File: src/rtl/asic_cfg_pkg.sv
// Mode codes, register and state types, and the addr/mode word builder
// shared by the front-end ASIC configuration sequencer.
package asic_cfg_pkg;

  localparam logic [2:0] TPLOCK      = 3'd0;
  localparam logic [2:0] PCAPMODE    = 3'd1;
  localparam logic [2:0] ONESHOTMODE = 3'd2;
  localparam logic [2:0] LOCKOUTMODE = 3'd3;
  localparam logic [2:0] DACMODE     = 3'd4;

  typedef enum logic [1:0] {
    PCAP    = 2'd0,
    ONESHOT = 2'd1,
    LOCKOUT = 2'd2,
    DAC     = 2'd3
  } cfg_reg_e;

  // Plain-vector state encoding so the values stay stable for older tooling.
  typedef logic [3:0] seq_state_e;
  localparam seq_state_e S_IDLE        = 4'd0;
  localparam seq_state_e S_GEN_DROP    = 4'd1;
  localparam seq_state_e S_AM_SETUP    = 4'd2;
  localparam seq_state_e S_AM_STB      = 4'd3;
  localparam seq_state_e S_PAY_SETUP   = 4'd4;
  localparam seq_state_e S_PAY_HOLD    = 4'd5;
  localparam seq_state_e S_PARK        = 4'd6;
  localparam seq_state_e S_GEN_RESTORE = 4'd7;
  localparam seq_state_e S_NULL        = 4'd8;

  function automatic logic [7:0] am_word(input logic [3:0] addr, input logic gmode,
                                         input logic [2:0] mode);
    am_word = {addr, gmode, mode};
  endfunction

  function automatic logic [2:0] reg_mode(input cfg_reg_e r);
    reg_mode = DACMODE;
    case (r)
      PCAP:    reg_mode = PCAPMODE;
      ONESHOT: reg_mode = ONESHOTMODE;
      LOCKOUT: reg_mode = LOCKOUTMODE;
      DAC:     reg_mode = DACMODE;
      default: reg_mode = DACMODE;
    endcase
  endfunction

endpackage

File: src/rtl/asic_config_sequencer.sv
// Programs the ASIC per-channel registers over DATA/STB: one captured request,
// masked registers walked in fixed order, GEN held low around the sequence.
module asic_config_sequencer
  import asic_cfg_pkg::*;
#(
  parameter int DATABITS       = 8,
  parameter int SETUP_CYC      = 15,
  parameter int HOLD_CYC       = 15,
  parameter int GEN_SETTLE_CYC = 10
) (
  input  logic                clk_i,
  input  logic                rst_i,
  input  logic                reqValid_i,
  output logic                reqReady_o,
  input  logic [3:0]          reqAddr_i,
  input  logic                reqGlobal_i,
  input  logic [3:0]          reqMask_i,
  input  logic [DATABITS-1:0] reqPcap_i,
  input  logic [DATABITS-1:0] reqOneshot_i,
  input  logic [DATABITS-1:0] reqLockout_i,
  input  logic [DATABITS-1:0] reqDac_i,
  input  logic                genReq_i,
  output logic [DATABITS-1:0] data_o,
  output logic                stb_o,
  output logic                gen_o,
  output logic                busy_o,
  output logic                done_o
);

  localparam int MAX_SH  = (SETUP_CYC > HOLD_CYC) ? SETUP_CYC : HOLD_CYC;
  localparam int CNT_MAX = (MAX_SH > GEN_SETTLE_CYC) ? MAX_SH : GEN_SETTLE_CYC;
  localparam int CNT_W   = $clog2(CNT_MAX + 1);

  localparam logic [CNT_W-1:0] SETUP_LD  = CNT_W'(SETUP_CYC);
  localparam logic [CNT_W-1:0] HOLD_LD   = CNT_W'(HOLD_CYC);
  localparam logic [CNT_W-1:0] SETTLE_LD = CNT_W'(GEN_SETTLE_CYC);
  localparam logic [CNT_W-1:0] ONE       = CNT_W'(1);

  seq_state_e               state_q, state_d;
  logic [CNT_W-1:0]         cnt_q, cnt_d;
  cfg_reg_e                 curReg_q, curReg_d;
  logic [3:0]               pend_q, pend_d, pendLeft;
  logic [3:0]               addr_q;
  logic                     gmode_q;
  logic [3:0][DATABITS-1:0] pay_q;
  logic                     accept;
  logic [DATABITS-1:0]      data_d, data_q;
  logic                     stb_d, stb_q, gen_d, gen_q, done_d, done_q, busy_q, ready_q;

  function automatic cfg_reg_e first_reg(input logic [3:0] m);
    if (m[0])      first_reg = PCAP;
    else if (m[1]) first_reg = ONESHOT;
    else if (m[2]) first_reg = LOCKOUT;
    else if (m[3]) first_reg = DAC;
    else           first_reg = PCAP;
  endfunction

  // Every state entry reloads the counter; a state is left when it reads 1.
  always_comb begin
    state_d  = state_q;
    cnt_d    = cnt_q;
    curReg_d = curReg_q;
    pend_d   = pend_q;
    pendLeft = pend_q & ~(4'b0001 << curReg_q);
    accept   = 1'b0;
    if (state_q == S_IDLE) begin
      if (reqValid_i && ready_q) begin
        accept   = 1'b1;
        pend_d   = reqMask_i;
        curReg_d = first_reg(reqMask_i);
        if (reqMask_i == 4'd0) begin
          state_d = S_NULL;
          cnt_d   = ONE;
        end else begin
          state_d = S_GEN_DROP;
          cnt_d   = SETTLE_LD;
        end
      end
    end else if (cnt_q != ONE) begin
      cnt_d = cnt_q - ONE;
    end else begin
      case (state_q)
        S_GEN_DROP:  begin state_d = S_AM_SETUP;  cnt_d = SETUP_LD; end
        S_AM_SETUP:  begin state_d = S_AM_STB;    cnt_d = SETUP_LD; end
        S_AM_STB:    begin state_d = S_PAY_SETUP; cnt_d = SETUP_LD; end
        S_PAY_SETUP: begin state_d = S_PAY_HOLD;  cnt_d = HOLD_LD;  end
        S_PAY_HOLD: begin
          pend_d = pendLeft;
          cnt_d  = SETUP_LD;
          if (pendLeft != 4'd0) begin
            curReg_d = first_reg(pendLeft);
            state_d  = S_AM_SETUP;
          end else begin
            state_d = S_PARK;
          end
        end
        S_PARK:      begin state_d = S_GEN_RESTORE; cnt_d = SETTLE_LD; end
        default:     begin state_d = S_IDLE;        cnt_d = '0;        end
      endcase
    end
  end

  // Outputs are decoded from the next state so the pins change with the state register.
  always_comb begin
    data_d = '0;
    case (state_d)
      S_AM_SETUP, S_AM_STB:    data_d[7:0] = am_word(addr_q, gmode_q, reg_mode(curReg_d));
      S_PAY_SETUP, S_PAY_HOLD: data_d      = pay_q[curReg_d];
      S_PARK:                  data_d[7:0] = am_word(4'd0, 1'b0, TPLOCK);
      default:                 data_d      = '0;
    endcase
    stb_d  = (state_d == S_AM_STB) || (state_d == S_PAY_SETUP);
    gen_d  = ((state_d == S_IDLE) || (state_d == S_NULL)) && genReq_i;
    done_d = (state_d == S_IDLE) && ((state_q == S_GEN_RESTORE) || (state_q == S_NULL));
  end

  always_ff @(posedge clk_i) begin
    if (rst_i) begin
      state_q  <= S_IDLE;
      cnt_q    <= '0;
      curReg_q <= PCAP;
      pend_q   <= '0;
      addr_q   <= '0;
      gmode_q  <= 1'b0;
      pay_q    <= '0;
      data_q   <= '0;
      stb_q    <= 1'b0;
      gen_q    <= 1'b0;
      busy_q   <= 1'b0;
      done_q   <= 1'b0;
      ready_q  <= 1'b0;
    end else begin
      state_q  <= state_d;
      cnt_q    <= cnt_d;
      curReg_q <= curReg_d;
      pend_q   <= pend_d;
      data_q   <= data_d;
      stb_q    <= stb_d;
      gen_q    <= gen_d;
      busy_q   <= (state_d != S_IDLE);
      done_q   <= done_d;
      ready_q  <= (state_d == S_IDLE);
      if (accept) begin
        addr_q  <= reqAddr_i;
        gmode_q <= reqGlobal_i;
        pay_q   <= {reqDac_i, reqLockout_i, reqOneshot_i, reqPcap_i};
      end
    end
  end

  assign data_o     = data_q;
  assign stb_o      = stb_q;
  assign gen_o      = gen_q;
  assign busy_o     = busy_q;
  assign done_o     = done_q;
  assign reqReady_o = ready_q;

endmodule

File: config.mk
export PLATFORM = sky130hd
export DESIGN_NAME = asic_config_sequencer
export DESIGN_NICKNAME = d
export VERILOG_FILES = /design/src/rtl/asic_cfg_pkg.sv /design/src/rtl/asic_config_sequencer.sv
export SDC_FILE = /design/constraint.sdc
export NUM_CORES = 1
export LEC_CHECK = 0
export BUFFER_PORTS_ARGS = -buffer_cell sky130_fd_sc_hd__clkbuf_2
export CAP_MARGIN = 20
export CORE_MARGIN = 2
export CORE_UTILIZATION = 25
export CTS_CLUSTER_DIAMETER = 150
export DETAILED_ROUTE_END_ITERATION = 12
export HOLD_SLACK_MARGIN = 0.15
export SETUP_SLACK_MARGIN = 0.4
export SLEW_MARGIN = 20
export SYNTH_ARGS = -nofsm -noshare
export SYNTH_HDL_FRONTEND = slang
export SYNTH_SLANG_ARGS = --single-unit
File: constraint.sdc
create_clock -name clk_i -period 7.1 [get_ports clk_i]
set_input_delay 1.065 -clock clk_i [delete_from_list [all_inputs] [get_ports clk_i]]
set_output_delay 1.065 -clock clk_i [all_outputs]
set_load 0.01 [all_outputs]
==> results.md, run 1 <==
- The flow ran to the end, and the final reports show no timing, DRC or antenna violations.
- The buffer cell driving the clock tree root is sky130_fd_sc_hd__clkbuf_16.
- After detailed routing, the number of remaining DRC violations is 0.
- The relative area change from synthesis to final layout is 22.9%.
- On the critical path the largest part of the delay comes from simple AND/OR/NAND/NOR gates.
- The first detailed-routing pass took 4 iterations.
- Of the total synthesized cell area, the portion taken by AND, OR, NAND and NOR gates is 25.4%.
- The worst setup path is captured at a flop.
- Of the cells placed in the final design, the portion with a size suffix greater than 1 is between 20% and 30%.
- Averaged over all synthesized cells, the footprint is between 8 and 9 um^2.
- The adder-cell share of the synthesized area is 1.25%.
- The number of global-route vias before repair is 2567.
- The largest single stage delay on the critical path is approximately 0.94 ns.
- The width of the die is approximately 110 um.
- The total die area is roughly 13000 um^2.
- The xor/xnor share of the synthesized area is 0%.
- The number of antenna violations at the first check in global routing was 0.
- Sorting the synthesized cells by area gives the leading types as sky130_fd_sc_hd__dfxtp_1 43%, sky130_fd_sc_hd__nand2_1 11%, sky130_fd_sc_hd__a21oi_1 9.0%.
- The H-tree was split into 3 levels.
- In this run the worst hold path is classified as flop to flop.
- After synthesis, the largest family of logic cells by area is simple AND/OR/NAND/NOR gates.
- Once detailed placement completed, the half-perimeter wirelength came to 5.53 mm.
- The clock period minus worst slack is about 2.9 ns.
- The setup slack of the most critical reg-to-reg path is ~4.2 ns.
- The startpoint identified for the worst register-to-register timing path is state_q[2]$_SDFF_PP0_.
- CTS saw between 60 and 70 sinks.
- The slowest stage of the critical path belongs to the cell sky130_fd_sc_hd__nor4_2.
- Setup slack on the critical path of the routed design comes to 4.17 ns.
- The number of placed cells counting well taps is between 500 and 600.
- The worst reg-to-reg path cell count is 6.
- The total inserted antenna cells is 0.
- The routed via count divided by cell count is roughly 4.8.
- The total design power is approximately 1.5 mW.
- The count of cells in the finished layout, fillers not included, comes to about 570.
- The max-slew headroom at the worst pin is a little under a third.
- Input and output buffers added on the ports amount to 57.
- The placer's final routability congestion estimate is around 0.86.
- The total of flip-flops plus latches after synthesis is 64.
- VDD sags by at most 144 uV.
- The reg-to-reg endpoint is data_o[5]$_SDFF_PP0_.
- The total power density per cell area is around 400 nW/um^2.
- The final-layout setup total negative slack is 0 ns.
- The count of routing violations after the opening detailed-route iteration is ~200.
- The end of the worst hold path is pay_q[23]$_SDFFE_PP0P_.
- The final critical path takes up 41.3% of the cycle.
- The share of the synthesized area in compound gates (AO/OA/AOI/OAI) is about a fifth.
- The synthesized design devotes to its leading area cell type between 40% and 50% of total area.
- Yosys mapped a number of flops with a built-in enable equal to 0.
- Of all cell types, the one taking the most synthesized area is sky130_fd_sc_hd__dfxtp_1.
- The critical path goes through nor4_2, nor2_1, a211oi_4, buf_8, mux2i_1, o221ai_1.
- The sequential cell area fraction in the yosys report is between 40% and 50%.
- Summed over all layers, the global routing overflow is 0.
- The post-synth net total is 419.
- After floorplanning, the core was sized to cover roughly 12000 um^2.
- The arrival time of the worst setup path is between 3 and 4 ns.
- The detailed-route via count is 2711.
- The site row count is 40.
- Gates resized during post-CTS repair numbered 0.
- The die height is around 110 um.
- In the final routed layout, each cell accounts on average for between 10 and 15 um.
- The max-slew violation count is 0.
- After synthesis, the share of cell area in mux cells is roughly 5%.
- Counting both buffers and inverters, the worst setup path holds a total of 1.
- The hold buffer count at cts is 0.
- The worst setup path is of the flop to flop kind.
- The startpoint of the most critical hold path is pay_q[23]$_SDFFE_PP0P_.
- The initial core utilization is about a quarter.
- Entering global routing, the biggest net connects 57 pins.
- The Yosys warning count is 0.
- The clock transition time at the flip-flop clock pins of the worst setup and hold paths is about 0.060 ns.
- The measured slew at the worst slew-check pin is approximately 1.0 ns.
- Across the run, the number of max-cap violations was 0.
- In this run the deepest clock path goes through 2 buffers.
- The source-to-sink clock delay at the later pin of the worst-skew pair is about 0.33 ns.
- The routed wire length is between 7 and 8 mm.
- STA puts the critical path data required time at roughly 7.3 ns.
- The count of antenna-violating nets left after detailed routing is 0.
- The number of buffers created by CTS is 9.
- Setup repair after global routing left no endpoint under its margin.
- Setup violations remaining at the end of the flow were counted as 0.
- The number of distinct standard cells referenced by the synthesized netlist is 50.
- The maximum fanout along the worst path is 13.
- The total setup buffers inserted after CTS is 0.
- The hold violation total from the final report came to 0.
- The fraction of registers with async set/reset is 0%.
- After technology mapping, the gate count stands at roughly 370.
- The reported leakage power is 1.36 nW.
- The CTS tree is done.
- After synthesis, the most frequently instantiated cells are 91 x sky130_fd_sc_hd__nand2_1, 64 x sky130_fd_sc_hd__dfxtp_1, 54 x sky130_fd_sc_hd__a21oi_1.
- The most repeated cell in the gate-level netlist after synthesis is sky130_fd_sc_hd__nand2_1.
- Among all flip-flop cells after synthesis, the most frequent one is sky130_fd_sc_hd__dfxtp_1.
- For this run, the post-layout net count is roughly 460.
- For this run, the share of the core covered by cells in the final layout is a little under a third.
- The number of ports placed on the die boundary is 58.
- The placed instances occupy a cell area of 3370 um^2.
- The clock arrives with 0.00521 ns of skew.
- The wire length of the first global-routing pass is ~13 mm.
- For this run, the total global-route usage over all layers was measured as between 10 and 15%.
- The worst slack after detailed placement is 3.76 ns.
- The instance count along the most critical hold path is 2.
- The fmax is roughly 0.34 GHz.
- The count of fill cells added during filler insertion is 1282.
- After synthesis the cells add up to 3010 um^2.
- The startpoint kind of the worst setup timing path is a flop.
- Summing all non-filler instances in the final layout gives an area of between 3000 and 4000 um^2.
- Final hold analysis gives a worst-case slack of approximately 0.46 ns.
-- worst max path at each step --
stage,start,endpoint,depth (start not counted)
2_1_floorplan,reqValid_i,data_o[1]$_SDFF_PP0_,8
6_report,state_q[2]$_SDFF_PP0_,data_o[5]$_SDFF_PP0_,6
4_1_cts,state_q[2]$_SDFF_PP0_,data_o[1]$_SDFF_PP0_,6
5_1_grt,state_q[2]$_SDFF_PP0_,data_o[5]$_SDFF_PP0_,6
3_5_place_dp,reqValid_i,data_o[1]$_SDFF_PP0_,7
3_3_place_gp,reqValid_i,data_o[1]$_SDFF_PP0_,7
-- layout by cell type, fill, tap and decap left out, types with 8 or more instances in the layout --
cell type / synthesis / routed
sky130_fd_sc_hd__o221ai_1: 8 / 8
sky130_fd_sc_hd__o21ai_0: 8 / 8
sky130_fd_sc_hd__clkbuf_16: 0 / 9
sky130_fd_sc_hd__clkbuf_2: 0 / 57
sky130_fd_sc_hd__nor2b_1: 9 / 9
sky130_fd_sc_hd__nand2_1: 91 / 91
sky130_fd_sc_hd__a21oi_1: 54 / 54
sky130_fd_sc_hd__dfxtp_1: 64 / 64
sky130_fd_sc_hd__nand3_1: 11 / 11
sky130_fd_sc_hd__mux2i_1: 15 / 15
sky130_fd_sc_hd__inv_1: 8 / 8
sky130_fd_sc_hd__nor2_1: 10 / 9
-- registers in the layout, summed over array words and instances, names as in the netlist, 2 cells and up --
| register | count |
|---|---|
| pend_q | 4 |
| curReg_q | 2 |
| pay_q | 32 |
| cnt_q | 4 |
| state_q | 4 |
| addr_q | 4 |
| data_o | 8 |
-- per-layer routing --
layer	part of all wire [%]	vias to the layer above	GRT usage, %
met5	0	-	0
met4	1.5	0	4.72
met3	5.3	13	4.68
met2	49	60	20.2
met1	45	1257	15.9
li1	-	1381	-
-- cells by family (layout without fill, tap and decap cells) --
family,after synthesis,count (layout)
and+or+nand+nor,157,157
AOI/OAI and AO/OA,95,95
DFF,64,64
buffers and inverters,37,87
muxes,15,15
adders and majority gates,3,3
-- cell type report --
cell class              count  area (um^2)  share of cell area [%]
flip-flops and latches     64         1280                    34.7
well taps                 147          184                    4.98
inverters                   9         33.8                   0.914
clock buffers              10          239                    6.47
repair buffers             62          330                    8.94
clock inverters             6         67.6                    1.83
multi-input cells         270         1560                    42.2
-- report_power, final --
part	internal [mW]	total (mW)	switching, mW
logic	0.243	0.582	0.338
clock network	0.282	0.448	0.166
registers	0.417	0.490	0.0734
total	0.942	1.52	0.578
-- worst reg2reg max path: stages, from the launching register on --
cell                       delay (ns)
sky130_fd_sc_hd__dfxtp_1         0.42
sky130_fd_sc_hd__nor4_2          0.94
sky130_fd_sc_hd__nor2_1          0.17
sky130_fd_sc_hd__a211oi_4        0.64
sky130_fd_sc_hd__buf_8           0.24
sky130_fd_sc_hd__mux2i_1         0.24
sky130_fd_sc_hd__o221ai_1        0.15
Note: power is estimated with default switching activity, not from simulation.
==> run 2: changes to the inputs <==
==> constraint.sdc (replaced) <==
create_clock -name clk_i -period 3 [get_ports clk_i]
set_input_delay 0.45 -clock clk_i [delete_from_list [all_inputs] [get_ports clk_i]]
set_output_delay 0.45 -clock clk_i [all_outputs]
set_load 0.01 [all_outputs]
==> run 2 against run 1 <==
  * Hold slack got worse by 0.11 ns
  * Largest power group unchanged
  * Sequential power grew 140%
  * Worst setup slack got worse by 3.7 ns
  * Via count increased by 0.96%
  * Critical path depth rose by 3
  * Power is 140% higher
  * Clock power up 120%
  * Register-to-register slack got worse by 3.7 ns
  * Critical endpoint is now data_o[1]$_SDFF_PP0_
  * Core utilization grew 0.11 points
  * Final area up 0.34%
  * First-iteration DRC count down 40%
==> results.md, run 2 (same netlist as run 1, synthesis figures left out) <==
- The first-pass iteration count of the detailed router is 5 (was 4).
- The commonest non-fill, non-tap cell in the layout is sky130_fd_sc_hd__nand2_1 (unchanged).
- The routed wire length came to 7.96 mm (was 7.86 mm).
- The number of flip-flops in the largest register was 32 (unchanged).
- The post-route clock skew is 0.00593 ns (was 0.00521 ns).
- The relative area change from synthesis to final layout is 23.4% (was 22.9%).
- The cell area after placement was 3400 um^2 (was 3370 um^2).
- The startpoint kind of the worst setup timing path is a flop (unchanged).
- The pin count of the biggest net entering global routing came to 56 (was 57).
- The final-layout setup total negative slack is 0 ns (unchanged).
- The routed via count divided by cell count was 4.80 (was 4.77).
- The arrival time of the worst setup path came to 2.70 ns (was 3.13 ns).
- The sum of net half-perimeters after detailed placement is 5.84 mm (was 5.53 mm).
- The post-detailed-route DRC marker count is 0 (unchanged).
- The share of post-route cells with drive strength above 1 is 22.7% (was 22.1%).
- The count of fill cells added during filler insertion is 1268 (was 1282).
- The number of standard cells in the layout, taps in and fillers out came to 570 (was 568).
- The overall track demand over capacity in global routing is 12.5% (was 12.7%).
- The total design power came to 3.59 mW (was 1.52 mW).
- The required time at the endpoint of the critical path was 3.20 ns (was 7.30 ns).
- The buffer cell driving the clock tree root is sky130_fd_sc_hd__clkbuf_16 (unchanged).
- The clock transition time at the flip-flop clock pins of the worst setup and hold paths came to 0.06 ns (about the same).
- The register bank with the most flops is pay_q (unchanged).
- The category of the most critical setup path is flop to flop (unchanged).
- The fmax is 0.400 GHz (was 0.341 GHz).
- The total inserted antenna cells is 0 (unchanged).
- The worst flop-to-flop path startpoint is cnt_q[0]$_SDFFE_PP0P_ (was state_q[2]$_SDFF_PP0_).
- The total setup buffers inserted after CTS is 0 (unchanged).
- The total grt overflow is 0 (unchanged).
- The max-slew headroom at the worst pin is 61.7% (was 30.4%).
- The width of the die is 114 um (unchanged).
- The maximum fanout along the worst path is 19 (was 13).
- The max-slew violation count is 0 (unchanged).
- Commonest cells after routing, fill and taps aside: 91 x sky130_fd_sc_hd__nand2_1, 64 x sky130_fd_sc_hd__dfxtp_1, 57 x sky130_fd_sc_hd__clkbuf_2 (unchanged).
- The count of antenna-violating nets left after detailed routing came to 0 (unchanged).
- The cell area after layout came to 3710 um^2 (was 3690 um^2).
- The endpoint class of the critical path was a flop (unchanged).
- Setup repair after global routing missed its margin: no (unchanged).
- The detailed-route via count is 2737 (was 2711).
- The number of global-route vias before repair is 2641 (was 2567).
- The startpoint of the most critical hold path is reqDac_i[5] (was pay_q[23]$_SDFFE_PP0P_).
- The count of maximum capacitance violations is 0 (unchanged).
- The number of antenna violations at the first check in global routing is 0 (unchanged).
- The class of the tightest hold or removal check is input pin to flop (was flop to flop).
- The number of buffers between clock root and the deepest sink is 2 (unchanged).
- The detailed-route wire length per cell was 14.0 um (was 13.8 um).
- The CTS tree is done (unchanged).
- Run status: completed (unchanged).
- The number of buffers created by CTS came to 9 (unchanged).
- The total power density per cell area is 968 nW/um^2 (was 411 nW/um^2).
- The deepest level of the CTS H-tree is 3 (unchanged).
- The total number of nets in the final design was 466 (was 464).
- The maximum vdd drop came to 338 uV (was 144 uV).
- The final worst-path cycle share is 83.4% (was 41.3%).
- The count of final setup violators is 0 (unchanged).
- The clock period minus worst slack was 2.50 ns (was 2.93 ns).
- The measured slew at the worst slew-check pin is 0.574 ns (was 1.03 ns).
- The hold violation total from the final report is 0 (unchanged).
- The final-layout worst hold slack is 0.345 ns (was 0.456 ns).
- The total die area is 12900 um^2 (unchanged).
- The launching element of the worst setup path is cnt_q[0]$_SDFFE_PP0P_ (was state_q[2]$_SDFF_PP0_).
- The number of placed cells counting well taps is 554 (was 551).
- The total clock sinks is 64 (unchanged).
- The die height is 114 um (unchanged).
- The count of buffers inserted at the top-level ports is 57 (unchanged).
- The count of routing violations after the opening detailed-route iteration is 117 (was 196).
- The placer's final routability congestion estimate is 0.815 (was 0.857).
- The source-to-sink clock delay at the later pin of the worst-skew pair was 0.33 ns (about the same).
- The site row count is 40 (unchanged).
- The placeable core area came to 11900 um^2 (unchanged).
- The number of ports placed on the die boundary was 58 (unchanged).
- The reported leakage power is 1.38 nW (was 1.36 nW).
- The wire length of the first global-routing pass is 12.8 mm (was 12.7 mm).
- The initial core utilization is 25.3% (unchanged).
## run 2: final cells by class
class | count | area (um^2) | share of cell area [%]
clock buffer | 11 | 253 | 6.82
inverter | 9 | 33.8 | 0.911
timing repair buffer | 64 | 345 | 9.31
clock inverter | 5 | 38.8 | 1.05
multi-input combinational | 270 | 1570 | 42.4
sequential | 64 | 1280 | 34.6
tap | 147 | 184 | 4.96
## run 2: repair_timing
item                       in CTS  in global routing
setup endpoints to repair       0                  8
hold buffers                    0                  0
gates resized for setup         0                  4
## run 2: path summary, 6_finish.rpt
kind | to | slack (ns) | cells after the start
setup / recovery | data_o[1]$_SDFF_PP0_ | 0.50 | 9
hold / removal | pay_q[29]$_SDFFE_PP0P_ | 0.34 | 3
setup reg to reg | data_o[1]$_SDFF_PP0_ | 0.50 | 9
hold reg to reg | pay_q[5]$_SDFFE_PP0P_ | 0.45 | 2
## run 2: where the power goes
part	internal [mW]	switching, mW
Clock	0.609	0.390
Combinational	0.603	0.823
Sequential	0.987	0.177
Total	2.20	1.39
## run 2: layer usage
layer / track usage [%] / routed length, um / vias up
met1: 15.8 / 3610 / 1270
met2: 20.9 / 3890 / 69
met3: 3.67 / 376 / 12
li1: - / - / 1386
met4: 3.41 / 91 / 0
met5: 0 / 0 / -
## run 2: metrics by stage
stage,util [%],setup WS (ns)
finish,31.3,0.499
CTS,31.1,0.446
global route,31.3,0.402
detailed placement,28.6,0.470
global placement,28.6,0.526
floorplan,-,0.690
## run 2: worst max-delay path, cell delays in order (launching register included)
cell                       delay (ns)
sky130_fd_sc_hd__dfxtp_1         0.41
sky130_fd_sc_hd__ha_2            0.26
sky130_fd_sc_hd__or4b_4          0.52
sky130_fd_sc_hd__nor2_4          0.14
sky130_fd_sc_hd__nand3_2         0.10
sky130_fd_sc_hd__a211oi_4        0.27
sky130_fd_sc_hd__buf_8           0.24
sky130_fd_sc_hd__ha_1            0.26
sky130_fd_sc_hd__nand3_1         0.06
sky130_fd_sc_hd__o221ai_1        0.11
==> run 3: changes to the inputs <==
--- a/config.mk
+++ b/config.mk
@@ -5,6 +5,7 @@
 export SDC_FILE = /design/constraint.sdc
 export NUM_CORES = 1
 export LEC_CHECK = 0
+export ABC_AREA = 1
 export BUFFER_PORTS_ARGS = -buffer_cell sky130_fd_sc_hd__clkbuf_2
 export CAP_MARGIN = 20
 export CORE_MARGIN = 2
==> constraint.sdc (replaced) <==
create_clock -name clk_i -period 2.25 [get_ports clk_i]
set_input_delay 0.3375 -clock clk_i [delete_from_list [all_inputs] [get_ports clk_i]]
set_output_delay 0.3375 -clock clk_i [all_outputs]
set_load 0.01 [all_outputs]
==> run 3 against run 2 <==
  * First-iteration DRC count is 9.4% higher
  * Worst setup slack worse by 0.11 ns
  * Clock power is 46% higher
  * Global-route usage is 0.92 points higher
  * Wire length is 9.5% higher
  * Power is 0.52% lower
  * Final area is 14% higher
  * Critical path type unchanged
  * Largest power group is now the clock network
==> results.md, run 3 <==
- The site row count is 40 (unchanged).
- The first-pass iteration count of the detailed router is 4 (was 5).
- The count of routing violations after the opening detailed-route iteration is 128 (was 117).
- The hold violation total from the final report came to 0 (unchanged).
- The CTS tree was done (unchanged).
- The largest area contributor in the netlist is sky130_fd_sc_hd__dfxtp_1 (unchanged).
- The detailed-route via count was 2957 (was 2737).
- The relative area change from synthesis to final layout was 38.2% (was 23.4%).
- The count of final setup violators is 0 (unchanged).
- The width of the die came to 115 um (was 114 um).
- The clock transition time at the flip-flop clock pins of the worst setup and hold paths is 0.06 ns (about the same).
- The pin count of the biggest net entering global routing is 70 (was 56).
- The total design power is 3.57 mW (was 3.59 mW).
- The required time at the endpoint of the critical path is 2.46 ns (was 3.20 ns).
- The endpoint class of the critical path is a flop (unchanged).
- The number of ports placed on the die boundary is 58 (unchanged).
- The per-instance average area after synthesis is 7.24 um^2 (was 8.10 um^2).
- The commonest register cell after synthesis is sky130_fd_sc_hd__dfxtp_1 (unchanged).
- The number of flops mapped to enable cells by yosys is 0 (unchanged).
- The placer's final routability congestion estimate is 0.828 (was 0.815).
- The placeable core area came to 12000 um^2 (was 11900 um^2).
- The total grt overflow is 0 (unchanged).
- The post-synth net total is 472 (was 419).
- The die height came to 115 um (was 114 um).
- The buffer cell driving the clock tree root is sky130_fd_sc_hd__clkbuf_16 (unchanged).
- Setup repair after global routing missed its margin: yes (was no).
- The final-layout setup total negative slack was 0 ns (unchanged).
- The detailed-route wire length per cell is 13.4 um (was 14.0 um).
- The worst flop-to-flop path startpoint was cnt_q[1]$_SDFFE_PP0P_ (was cnt_q[0]$_SDFFE_PP0P_).
- The overall track demand over capacity in global routing is 13.4% (was 12.5%).
- The count of buffers inserted at the top-level ports came to 57 (unchanged).
- The routed via count divided by cell count came to 4.54 (was 4.80).
- The Yosys warning count came to 0 (unchanged).
- The final worst-path cycle share is 82.7% (was 83.4%).
- The arrival time of the worst setup path was 2.08 ns (was 2.70 ns).
- The category of the most critical setup path is flop to flop (unchanged).
- The reg-to-reg endpoint is data_o[1]$_SDFF_PP0_ (unchanged).
- The maximum fanout along the worst path is 5 (was 19).
- The deepest level of the CTS H-tree is 3 (unchanged).
- The launching element of the worst setup path is cnt_q[1]$_SDFFE_PP0P_ (was cnt_q[0]$_SDFFE_PP0P_).
- The number of antenna violations at the first check in global routing came to 0 (unchanged).
- Run status: completed (unchanged).
- The clock period minus worst slack is 1.86 ns (was 2.50 ns).
- The destination of the critical timing path is data_o[1]$_SDFF_PP0_ (unchanged).
- The total die area was 13200 um^2 (was 12900 um^2).
- The number of buffers created by CTS is 9 (unchanged).
- The fraction of registers with async set/reset is 0% (unchanged).
- The measured slew at the worst slew-check pin was 0.537 ns (was 0.574 ns).
- The reported leakage power is 1.91 nW (was 1.38 nW).
- The share of post-route cells with drive strength above 1 is 32.5% (was 22.7%).
- The routed wire length is 8.72 mm (was 7.96 mm).
- The number of flip-flops in the largest register is 32 (unchanged).
- The source-to-sink clock delay at the later pin of the worst-skew pair is 0.33 ns (about the same).
- The setup slack of the most critical reg-to-reg path is 0.39 ns (was 0.50 ns).
- The total inserted antenna cells is 0 (unchanged).
- The commonest non-fill, non-tap cell in the layout was sky130_fd_sc_hd__nand2_1 (unchanged).
- The max-slew violation count is 0 (unchanged).
- The fmax came to 0.537 GHz (was 0.400 GHz).
- The register bank with the most flops is pay_q (unchanged).
- The top cell type's share of synthesized area is 41.8% (was 42.6%).
- The initial core utilization is 25.5% (was 25.3%).
- The total power density per cell area is 842 nW/um^2 (was 968 nW/um^2).
- The wire length of the first global-routing pass was 13.9 mm (was 12.8 mm).
- The number of standard cells in the layout, taps in and fillers out is 651 (was 570).
- The startpoint kind of the worst setup timing path is a flop (unchanged).
- The number of distinct standard cells referenced by the synthesized netlist is 39 (was 50).
- The setup slack after layout was 0.388 ns (was 0.499 ns).
- The post-detailed-route DRC marker count is 0 (unchanged).
- The worst slack after detailed placement was 0.144 ns (was 0.470 ns).
- The number of global-route vias before repair is 2915 (was 2641).
- The class of the tightest hold or removal check is input pin to flop (unchanged).
- The number of placed cells counting well taps is 613 (was 554).
- Commonest cells after routing, fill and taps aside: 66 x sky130_fd_sc_hd__nand2_1, 57 x sky130_fd_sc_hd__inv_1, 57 x sky130_fd_sc_hd__dfxtp_1, 57 x sky130_fd_sc_hd__clkbuf_2, 40 x sky130_fd_sc_hd__a21oi_1 (was 91 x sky130_fd_sc_hd__nand2_1, 64 x sky130_fd_sc_hd__dfxtp_1, 57 x sky130_fd_sc_hd__clkbuf_2).
- The maximum vdd drop is 414 uV (was 338 uV).
- The most repeated cell in the gate-level netlist after synthesis was sky130_fd_sc_hd__nand2_1 (unchanged).
- The count of maximum capacitance violations is 0 (unchanged).
- The sequential cell area fraction in the yosys report is 41.8% (was 42.6%).
- The post-route clock skew is 0.00653 ns (was 0.00593 ns).
- The count of antenna-violating nets left after detailed routing is 0 (unchanged).
- The max-slew headroom at the worst pin is 63.9% (was 61.7%).
- The number of buffers between clock root and the deepest sink was 2 (unchanged).
- The worst reg-to-reg path cell count is 10 (was 9).
- The sum of net half-perimeters after detailed placement is 5.77 mm (was 5.84 mm).
- The total of flip-flops plus latches after synthesis is 64 (unchanged).
- Biggest area contributors in the synthesized netlist: sky130_fd_sc_hd__dfxtp_1 42%, sky130_fd_sc_hd__nand2_1 9.1%, sky130_fd_sc_hd__inv_1 7.1% (was sky130_fd_sc_hd__dfxtp_1 43%, sky130_fd_sc_hd__nand2_1 11%, sky130_fd_sc_hd__a21oi_1 9.0%).
- The total clock sinks was 64 (unchanged).
- Leading cell types by count after synthesis: 74 x sky130_fd_sc_hd__nand2_1, 64 x sky130_fd_sc_hd__dfxtp_1, 58 x sky130_fd_sc_hd__inv_1 (was 91 x sky130_fd_sc_hd__nand2_1, 64 x sky130_fd_sc_hd__dfxtp_1, 54 x sky130_fd_sc_hd__a21oi_1).
- The number of cells produced by synthesis is 424 (was 371).
- The mapped cell area was 3070 um^2 (was 3010 um^2).
- The total number of nets in the final design is 547 (was 466).
==> run 3: cell count changes after synthesis, moves of 15 or more <==
cell,delta
sky130_fd_sc_hd__inv_1,+50
sky130_fd_sc_hd__nand3_1,+24
sky130_fd_sc_hd__o21ai_0,+35
sky130_fd_sc_hd__mux2i_1,-15
sky130_fd_sc_hd__nor2_1,+19
sky130_fd_sc_hd__nand2_1,-17
==> run 3: metal layers <==
layer,up-vias,wire [um],GRT usage (%)
met1,1341,4030,17.3
met2,71,4200,21.4
met5,-,0,0
met3,7,429,3.95
li1,1538,-,-
met4,0,61,4.82
==> run 3: timing repair <==
action	4_1_cts	5_1_grt
resized for setup	28	38
gates cloned	4	2
pin swaps	10	19
endpoints found under the setup margin	21	26
hold buffers	0	0
buffers inserted	9	7
==> run 3: area by class of cell <==
cell class                      count  area [um^2]
Clock inverter                      4         51.3
Multi-Input combinational cell    283         1700
Sequential cell                    64         1300
Clock buffer                       12          267
Tap cell                          147          184
Timing Repair inverter              1         5.00
Inverter                           64          250
Fill cell                        1271         7770
Timing Repair Buffer               76          488
==> run 3: cells by family after synthesis <==
| group | after synthesis | share of synthesized area, % |
|---|---|---|
| fa+ha+maj | 3 | 1.22 |
| xor+xnor | 1 | 0.286 |
| buf+inv | 82 | 11.0 |
| simple gates | 161 | 24.2 |
| compound gates | 113 | 21.6 |
| flops | 64 | 41.8 |
==> run 3: power by group <==
part           switching (mW)  leakage [nW]  total, mW  internal [mW]
sequential             0.0556         0.528       1.31           1.26
clock                   0.513         0.155       1.46          0.947
combinational           0.485          1.22      0.794          0.309
==> run 3: how the worst min path moves through the flow <==
stage,slack (ns),to,startpoint,depth (start not counted)
global placement,0.43,pend_q[0]$_SDFFE_PP0P_,pend_q[0]$_SDFFE_PP0P_,2
floorplan,0.42,pend_q[3]$_SDFFE_PP0P_,rst_i,1
finish,0.25,addr_q[2]$_SDFFE_PP0P_,reqAddr_i[2],3
global route,0.26,addr_q[2]$_SDFFE_PP0P_,reqAddr_i[2],3
CTS,0.25,addr_q[1]$_SDFFE_PP0P_,reqAddr_i[1],3
detailed placement,0.44,pend_q[0]$_SDFFE_PP0P_,pend_q[0]$_SDFFE_PP0P_,2
==> run 3: metrics by stage <==
stage / utilization (%) / hold WS, ns / area (um^2)
2_1_floorplan: - / 0.416 / 3070
6_report: 35.3 / 0.246 / 4240
3_5_place_dp: 28.9 / 0.441 / 3470
4_1_cts: 33.5 / 0.247 / 4030
3_3_place_gp: 28.9 / 0.431 / 3470
5_1_grt: 35.3 / 0.261 / 4240
==> run 3: worst max-delay path, cell delays in order, from the launching register on <==
cell and delay, ns:
sky130_fd_sc_hd__dfxtp_2 0.33, sky130_fd_sc_hd__inv_2 0.08, sky130_fd_sc_hd__ha_4 0.15, sky130_fd_sc_hd__nand3_4 0.11, sky130_fd_sc_hd__nor2_4 0.19, sky130_fd_sc_hd__a21oi_2 0.10
sky130_fd_sc_hd__a21oi_4 0.26, sky130_fd_sc_hd__clkinv_4 0.12, sky130_fd_sc_hd__ha_1 0.29, sky130_fd_sc_hd__nand2_1 0.08, sky130_fd_sc_hd__a21oi_2 0.05
